$ cat src/rtl/mem_access_unit.sv
// MEM-stage sequencer: decodes the EX/MEM bundle and runs scalar (1 beat) or vector (8 beat)
// load/store transactions on a req/ack port. Optional MEM_TIMEOUT_EN adds a per-beat ack timeout.
module mem_access_unit #(
    parameter int ADDR_W  = 16,
    parameter int TIMEOUT = 255
) (
    input  logic              clk,
    input  logic              rst,
    input  logic              RegWrite_i,
    input  logic              VRegWrite_i,
    input  logic              MemRead_i,
    input  logic              MemWrite_i,
    input  logic              VMem_i,
    input  logic              MemtoReg_i,
    input  logic [31:0]       alu_result_i,
    input  logic [4:0]        write_addr_i,
    input  logic [31:0]       write_data_i,
    input  logic [31:0]       vdata_v0_i,
    input  logic [31:0]       vdata_v1_i,
    input  logic [31:0]       vdata_v2_i,
    input  logic [31:0]       vdata_v3_i,
    input  logic [31:0]       vdata_v4_i,
    input  logic [31:0]       vdata_v5_i,
    input  logic [31:0]       vdata_v6_i,
    input  logic [31:0]       vdata_v7_i,
    output logic              mem_req_o,
    output logic              mem_we_o,
    output logic [ADDR_W-1:0] mem_addr_o,
    output logic [31:0]       mem_wdata_o,
    input  logic              mem_ack_i,
    input  logic [31:0]       mem_rdata_i,
`ifdef MEM_TIMEOUT_EN
    output logic              mem_err_o,
`endif
    output logic              stall_o,
    output logic              RegWrite_o,
    output logic              VRegWrite_o,
    output logic [4:0]        write_addr_o,
    output logic [31:0]       wb_data_o,
    output logic [31:0]       vdata_v0_o,
    output logic [31:0]       vdata_v1_o,
    output logic [31:0]       vdata_v2_o,
    output logic [31:0]       vdata_v3_o,
    output logic [31:0]       vdata_v4_o,
    output logic [31:0]       vdata_v5_o,
    output logic [31:0]       vdata_v6_o,
    output logic [31:0]       vdata_v7_o
);
    typedef enum logic [1:0] {IDLE, ACCESS, DONE} state_t;

    state_t            state_q, state_d;
    logic [2:0]        beat_q, beat_d;
    logic [ADDR_W-1:0] base_q, base_d;
    logic              is_store_q, is_store_d;
    logic              is_vec_q, is_vec_d;
    logic              memtoreg_q, memtoreg_d;
    logic              rw_cap_q, rw_cap_d;
    logic              vrw_cap_q, vrw_cap_d;
    logic [4:0]        waddr_cap_q, waddr_cap_d;
    logic [31:0]       alu_cap_q, alu_cap_d;
    logic [31:0]       wdata_cap_q, wdata_cap_d;
    logic              rw_out_q, rw_out_d;
    logic              vrw_out_q, vrw_out_d;
    logic [4:0]        waddr_out_q, waddr_out_d;
    logic [31:0]       wb_out_q, wb_out_d;
    logic [31:0]       lane_q [8];
    logic [31:0]       lane_d [8];
    logic [31:0]       vout_q [8];
    logic [31:0]       vout_d [8];
    logic [31:0]       vdata_in [8];
    logic              is_mem;
    logic              in_access;

`ifdef MEM_TIMEOUT_EN
    localparam int WAIT_W = $clog2(TIMEOUT + 1);
    logic [WAIT_W-1:0] wait_q, wait_d;
    logic              err_q, err_d;
    assign mem_err_o = err_q;
`endif

    assign vdata_in[0] = vdata_v0_i;
    assign vdata_in[1] = vdata_v1_i;
    assign vdata_in[2] = vdata_v2_i;
    assign vdata_in[3] = vdata_v3_i;
    assign vdata_in[4] = vdata_v4_i;
    assign vdata_in[5] = vdata_v5_i;
    assign vdata_in[6] = vdata_v6_i;
    assign vdata_in[7] = vdata_v7_i;

    // MemRead is active-low; a simultaneous read+write request is handled as a store.
    assign is_mem    = !MemRead_i || MemWrite_i;
    assign in_access = (state_q == ACCESS);

    assign stall_o     = in_access || ((state_q == IDLE) && is_mem);
    assign mem_req_o   = in_access;
    assign mem_we_o    = in_access && is_store_q;
    assign mem_addr_o  = in_access ? (base_q + ADDR_W'(beat_q)) : '0;
    assign mem_wdata_o = in_access ? (is_vec_q ? lane_q[beat_q] : wdata_cap_q) : '0;

    always_comb begin
        state_d     = state_q;
        beat_d      = beat_q;
        base_d      = base_q;
        is_store_d  = is_store_q;
        is_vec_d    = is_vec_q;
        memtoreg_d  = memtoreg_q;
        rw_cap_d    = rw_cap_q;
        vrw_cap_d   = vrw_cap_q;
        waddr_cap_d = waddr_cap_q;
        alu_cap_d   = alu_cap_q;
        wdata_cap_d = wdata_cap_q;
        lane_d      = lane_q;
        rw_out_d    = 1'b0;
        vrw_out_d   = 1'b0;
        waddr_out_d = waddr_out_q;
        wb_out_d    = wb_out_q;
        vout_d      = vout_q;
`ifdef MEM_TIMEOUT_EN
        wait_d      = wait_q;
        err_d       = err_q;
`endif
        case (state_q)
            IDLE: begin
                if (is_mem) begin
                    state_d     = ACCESS;
                    beat_d      = 3'd0;
                    base_d      = alu_result_i[ADDR_W-1:0];
                    is_store_d  = MemWrite_i;
                    is_vec_d    = VMem_i;
                    memtoreg_d  = MemtoReg_i;
                    rw_cap_d    = RegWrite_i;
                    vrw_cap_d   = VRegWrite_i;
                    waddr_cap_d = write_addr_i;
                    alu_cap_d   = alu_result_i;
                    wdata_cap_d = write_data_i;
                    lane_d      = vdata_in;
`ifdef MEM_TIMEOUT_EN
                    wait_d      = '0;
`endif
                end else begin
                    rw_out_d    = RegWrite_i;
                    vrw_out_d   = VRegWrite_i;
                    waddr_out_d = write_addr_i;
                    wb_out_d    = alu_result_i;
                end
            end
            ACCESS: begin
                if (mem_ack_i) begin
                    if (!is_store_q) begin
                        lane_d[beat_q] = mem_rdata_i;
                    end
                    beat_d = beat_q + 3'd1;
`ifdef MEM_TIMEOUT_EN
                    wait_d = '0;
`endif
                    if (!is_vec_q || (beat_q == 3'd7)) begin
                        // lane_d already holds the final beat's read data
                        state_d     = DONE;
                        beat_d      = 3'd0;
                        rw_out_d    = rw_cap_q;
                        vrw_out_d   = vrw_cap_q;
                        waddr_out_d = waddr_cap_q;
                        wb_out_d    = memtoreg_q ? lane_d[0] : alu_cap_q;
                        vout_d      = lane_d;
                    end
                end
`ifdef MEM_TIMEOUT_EN
                else if (wait_q == WAIT_W'(TIMEOUT - 1)) begin
                    state_d = DONE;
                    beat_d  = 3'd0;
                    wait_d  = '0;
                    err_d   = 1'b1;
                end else begin
                    wait_d = wait_q + 1'b1;
                end
`endif
            end
            DONE: begin
                state_d = IDLE;
            end
            default: begin
                state_d = IDLE;
            end
        endcase
    end

    always_ff @(posedge clk) begin
        if (rst) begin
            state_q     <= IDLE;
            beat_q      <= 3'd0;
            base_q      <= '0;
            is_store_q  <= 1'b0;
            is_vec_q    <= 1'b0;
            memtoreg_q  <= 1'b0;
            rw_cap_q    <= 1'b0;
            vrw_cap_q   <= 1'b0;
            waddr_cap_q <= '0;
            alu_cap_q   <= '0;
            wdata_cap_q <= '0;
            rw_out_q    <= 1'b0;
            vrw_out_q   <= 1'b0;
            waddr_out_q <= '0;
            wb_out_q    <= '0;
`ifdef MEM_TIMEOUT_EN
            wait_q      <= '0;
            err_q       <= 1'b0;
`endif
        end else begin
            state_q     <= state_d;
            beat_q      <= beat_d;
            base_q      <= base_d;
            is_store_q  <= is_store_d;
            is_vec_q    <= is_vec_d;
            memtoreg_q  <= memtoreg_d;
            rw_cap_q    <= rw_cap_d;
            vrw_cap_q   <= vrw_cap_d;
            waddr_cap_q <= waddr_cap_d;
            alu_cap_q   <= alu_cap_d;
            wdata_cap_q <= wdata_cap_d;
            rw_out_q    <= rw_out_d;
            vrw_out_q   <= vrw_out_d;
            waddr_out_q <= waddr_out_d;
            wb_out_q    <= wb_out_d;
`ifdef MEM_TIMEOUT_EN
            wait_q      <= wait_d;
            err_q       <= err_d;
`endif
        end
    end

    genvar gi;
    for (gi = 0; gi < 8; gi++) begin : g_lane
        always_ff @(posedge clk) begin
            if (rst) begin
                lane_q[gi] <= '0;
                vout_q[gi] <= '0;
            end else begin
                lane_q[gi] <= lane_d[gi];
                vout_q[gi] <= vout_d[gi];
            end
        end
    end

    assign RegWrite_o   = rw_out_q;
    assign VRegWrite_o  = vrw_out_q;
    assign write_addr_o = waddr_out_q;
    assign wb_data_o    = wb_out_q;
    assign vdata_v0_o   = vout_q[0];
    assign vdata_v1_o   = vout_q[1];
    assign vdata_v2_o   = vout_q[2];
    assign vdata_v3_o   = vout_q[3];
    assign vdata_v4_o   = vout_q[4];
    assign vdata_v5_o   = vout_q[5];
    assign vdata_v6_o   = vout_q[6];
    assign vdata_v7_o   = vout_q[7];
endmodule

$ cat config.mk
export PLATFORM = sky130hd
export DESIGN_NAME = mem_access_unit
export DESIGN_NICKNAME = d
export VERILOG_FILES = /design/src/rtl/mem_access_unit.sv
export SDC_FILE = /design/constraint.sdc
export NUM_CORES = 2
export LEC_CHECK = 0
export ABC_AREA = 1
export BUFFER_PORTS_ARGS = -buffer_cell sky130_fd_sc_hd__buf_2
export CORE_AREA = 8 8 274 276
export DETAILED_ROUTE_END_ITERATION = 7
export DIE_AREA = 0 0 282 284
export PLACE_DENSITY = 0.72
export SYNTH_ARGS = -nofsm -noshare
export SYNTH_HDL_FRONTEND = slang
export SYNTH_SLANG_ARGS = --single-unit
$ cat constraint.sdc
create_clock -name clk -period 2.7 [get_ports clk]
set_clock_uncertainty 0.15 [all_clocks]
set_input_delay 0.27 -clock clk [delete_from_list [all_inputs] [get_ports clk]]
set_output_delay 0.27 -clock clk [all_outputs]
set_load 0.05 [all_outputs]
Word level (Yosys, flattened, before mapping)
Cells that the tools add are included.
{"block": "totals", "wordCells": 95, "input_bits": 366, "output_inout_bits": 346, "ff_bits": 646}
{"block": "op_classes", "n_reduce_logical": 15, "bitwise_logic": 1, "n_eq_ne": 6, "n_addsub": 2, "magnitude_cmp": 2, "mux": 38}
{"op": "two-way mux 256 bit", "n": 3}
{"op": "case mux 256 bit (2 select lines)", "n": 1}
{"op": "two-way mux 32 bit", "n": 9}
{"op": "bitwise mux 256 bit", "n": 1}
{"op": "binary-select mux 32 bit (select 3 bit)", "n": 1}
{"op": "demux 32 bit (select 3 bit)", "n": 1}
{"op": "case mux 32 bit (2 select lines)", "n": 1}
{"op": "adder 16 x 3 -> 16 bit", "n": 1}
{"op": "two-way mux 16 bit", "n": 1}
{"op": "two-way mux 5 bit", "n": 3}
{"op": "case mux 5 bit (2 select lines)", "n": 1}
{"op": "two-way mux 3 bit", "n": 3}
{"op": "AND reduction 3 bit", "n": 3}
{"op": "two-way mux 1 bit", "n": 6}
{"op": "two-way mux 2 bit", "n": 3}
{"op": "inequality test 2 bit (second input constant)", "n": 3}
{"op": "case mux 3 bit (2 select lines)", "n": 1}
{"op": "greater-or-equal comparator 4 bit (second input constant)", "n": 1}
{"op": "< comparator 4 x 1 -> 1 bit (second input constant)", "n": 1}
{"op": "inverter 3 -> 4 bit", "n": 1}
{"op": "case mux 1 bit (2 select lines)", "n": 2}
{"op": "case mux 2 bit (2 select lines)", "n": 1}
{"op": "AND reduction 4 bit", "n": 1}
{"op": "adder 3 x 1 -> 3 bit (second input constant)", "n": 1}
{"op": "9 further kinds", "n": 14}

Logic depth before layout (Yosys ltp)
{"block": "logic_depth", "depth_word": 11, "mapped_depth": 11, "ltp_nobuf": 10}

Worst setup path after synthesis
Ideal clock, no wire load.
{"block": "synth_path", "kind": "register to output", "startpoint": "register state_q[0]", "endpoint": "output port mem_wdata_o[27]", "t_arrival_ps": 2341, "path_stages_with_launch": 7, "slack_ps": -61, "path_cell_list": "dfxtp_1 > inv_1 > nor2_4 > clkbuf_1 > clkbuf_1 > o21ai_0 > nor2_1"}
{"block": "synth_between", "elab_chain_len": 2}
{"element": "start: declaration", "line": "51", "source": "state_t state_q, state_d;"}
{"element": "start signal: assignment", "line": "209", "source": "state_q <= state_d;"}
{"element": "== test 2 x 1 -> 1 bit", "line": "92", "source": "assign in_access = (state_q == ACCESS);"}
{"element": "named net mem_req_o", "line": "26", "source": "output logic mem_req_o,"}
{"element": "two-way mux 32 bit", "line": "98", "source": "assign mem_wdata_o = in_access ? (is_vec_q ? lane_q[beat_q] : wdata_cap_q) : '0;"}
{"element": "end: declaration", "line": "29", "source": "output logic [31:0] mem_wdata_o,"}
The timed path passes the listed nets, and every way through them passes these cells.

Final worst setup path
{"block": "layout_path", "startpoint": "register beat_q[1]", "endpoint": "output port mem_wdata_o[24]"}
{"block": "layout_between", "elab_chain_len": 6}
{"element": "start: declaration", "line": "52", "source": "logic [2:0] beat_q, beat_d;"}
{"element": "start signal: assignment", "line": "210", "source": "beat_q <= beat_d;"}
{"element": "inverter 3 -> 4 bit (implied by the code)", "line": "98"}
{"element": "binary-select mux 32 bit (select 3 bit)", "line": "98"}
{"element": "two-way mux 32 bit (implied by the code) (2 in a row)", "line": "98"}
{"element": "two-way mux 32 bit (2 in a row)", "line": "98"}
Every way passes these cells. The select of a mux whose other input is x is not followed.

==> impl_metrics.ini <==
[outcome]
status = complete, but fails checks
violations = design-rule violations, negative setup slack

[final_layout]
layout_common_cells = 1156 x nand2_1, 873 x inv_1, 867 x nand3_1
fin_cells = 7549
drive_above_1_share_pct = 18.29
syn_to_final_growth_pct = 37.78
num-nets-final = 6900
final_util_pct = 66.50
final_common_cell = nand2_1

[clock_tree]
clk_path_buf_depth = 3
cts_htree_levels = 3
cts_tree = yes
path_clk_slew_ns = 0.06
cts_buffers = 72
insertion_delay_ns = 0.62
clkSinkCount = 630
cts_root_buf = clkbuf_16

[floorplanning]
pin_count = 712
rows = 98
die_area_um2 = 80090
die_height_um = 284
initial_utilization_pct = 48.27
core_area_um2 = 70750
fp.dieW_um = 282

[worst_setup_path]
end_kind = output pin
start_kind = flip-flop
required_ns = 2.28
worstPathArrival_ns = 2.48
rr_worst_depth = 13
worst-r2r-setup-slack_ns = 0.06
r2r_end = vdata_v4_o[10]
path_class = flip-flop to output pin
r2r-start = beat_q[1]
worst-path-max-fanout = 8

[pwr]
leakagePower_nw = 25.38
power_density_nw_per_um2 = 689.4
ir_drop_mv = 0.4634

[timing]
slew_violations = 0
hold_viol = 0
relSlewSlack_pct = 33.94
fin_crit_ns = 2.902
worst_pin_slew_ns = 0.9898
fin_crit_sh_pct = 107.5
rsz0062_at_grt = true
setup_slack_ns = -0.2017
clock.fmax_mhz = 344.6
setup_viol = 36

[min_path]
min_path_cells = 5
hold_path.class = primary input to flip-flop
worstHoldStart = mem_rdata_i[5]
min_to = wb_data_o[5]

[synth]
seq_area_frac_synth_pct = 36.93
ys_ff_latch = 630
synth_cells = 5571
ys_warn_count = 0
ys_types = 24
syn_area_um2 = 34150
syn_nets = 5943
syn_area_per_cell_um2 = 6.130

[global_route]
grt_use_total_pct = 43.63
grt_pass1_wl_um = 263900
antenna_found_initial = 32
overflow = 0
grt_pass1_vias = 40501
grt_max_degree = 138

[placed_design]
place_congestion = 1.025
dpl.hpwl_um = 128400
place_inst = 7001
io_buffers = 711

[detailed_routing]
num_vias = 43885
firstDrtPassIters = 8
final_antenna_net_count = 0
wl_per_cell_um = 24.67
viasPerCell = 5.813
route.detailed.drc = 2
drt-initial-drc-count = 6391
totalWireLength_um = 186200

[flow_run]
cap_viol_max_count = 0
==> sequential cells by signal, indices dropped and copies added (netlist names), 15 cells and up <==
| register | cells |
|---|---|
| lane_q | 256 |
| vdata_v0_o | 32 |
| vdata_v1_o | 32 |
| vdata_v2_o | 32 |
| vdata_v3_o | 32 |
| vdata_v4_o | 32 |
| vdata_v5_o | 32 |
| vdata_v6_o | 32 |
| vdata_v7_o | 32 |
| wb_data_o | 32 |
| wdata_cap_q | 32 |
| alu_cap_q | 17 |
| base_q | 15 |
==> power breakdown <==
part / switching (mW) / leakage [nW] / internal [mW]
sequential: 0.881 / 5.20 / 10.4
clock: 4.27 / 1.18 / 5.92
combinational: 7.70 / 19.0 / 3.30
==> final cells by class <==
cell class,count,area [um2]
antenna,22,55.05
clock buffer,101,2111
clock inverter,22,261.5
fill,6284,23700
inverter,885,3357
multi-input combinational,3644,17230
sequential,630,12630
tap,950,1189
timing repair buffer,1294,10210
timing repair inverter,1,7.507
==> worst max path at each step <==
| stage | cells past startpoint | slack (ns) | endpoint | from |
|---|---|---|---|---|
| after floorplan | 7 | 0.02 | mem_addr_o[6] | beat_q[1] |
| after global placement | 8 | 0.09 | mem_wdata_o[0] | beat_q[0] |
| after detailed placement | 8 | 0.09 | mem_wdata_o[0] | beat_q[0] |
| after CTS | 7 | -0.17 | mem_wdata_o[4] | beat_q[0] |
| after global routing | 11 | -0.26 | mem_addr_o[8] | beat_q[0] |
| final | 9 | -0.20 | mem_wdata_o[24] | beat_q[1] |
==> what timing repair did <==
action                                 in CTS  in global routing
pin swaps                                  52                 70
setup endpoints to repair                  47                 51
gates cloned                                7                  4
endpoints found under the hold margin     371                  0
hold buffers                              353                  0
setup buffers                              20                 20
resized for setup                         163                120
==> cells by family after synthesis <==
family          share of synthesized area (%)
buf+inv                                 14.48
compound gates                          17.06
simple gates                            31.29
fa+ha+maj                              0.2418
flops                                   36.93
==> Yosys cell counts <==
cell type | instances | share of area [%]
buf_1 | 29 | 0.32
nor2_2 | 4 | 0.073
inv_1 | 882 | 9.7
o211ai_1 | 100 | 2.2
fa_1 | 1 | 0.059
a31oi_1 | 1 | 0.018
a22oi_1 | 34 | 0.75
clkbuf_1 | 323 | 3.6
clkinv_1 | 1 | 0.011
nor2_4 | 1 | 0.033
o21ai_0 | 663 | 9.7
o21ai_1 | 15 | 0.22
ha_1 | 5 | 0.18
nand3_1 | 888 | 13
nor2_1 | 463 | 5.1
dfxtp_1 | 630 | 37
nor3_1 | 1 | 0.015
nand4_1 | 3 | 0.055
a21oi_1 | 282 | 4.1
nand2_1 | 1181 | 13
o21ai_2 | 1 | 0.026
inv_2 | 2 | 0.022
buf_2 | 60 | 0.88
nand3_2 | 1 | 0.029
==> critical path, stage by stage (launching register included) <==
cell and delay (ns):
dfxtp_4 0.37, buf_6 0.14, nor2_4 0.19, buf_12 0.16
buf_8 0.13, o211ai_1 0.23, nand2_1 0.21, nor2_2 0.06
a21oi_2 0.20, buf_12 0.17
==> metrics by stage <==
stage          setup TNS, ns  instance area (um2)  power, mW  hold WS, ns  worst slack (ns)
6_report              -4.199                47050      32.44      0.04055           -0.2017
5_1_grt               -5.144                47030      33.44      0.06462           -0.2558
4_1_cts               -2.871                46370      31.74      0.01717           -0.1701
3_5_place_dp               0                39550      21.01       0.2914           0.08580
3_3_place_gp               0                39550      20.93       0.2832           0.08912
2_1_floorplan              0                34160      17.26       0.1891           0.01701
==> per-layer routing <==
metal	GRT usage [%]	wire (um)	vias up
met3	13.37	26200	812
met2	63.00	76260	3306
met1	53.56	66300	20074
li1	-	-	19671
met4	33.68	17320	22
met5	0	147	-
Note: power is estimated with default switching activity, not from simulation.
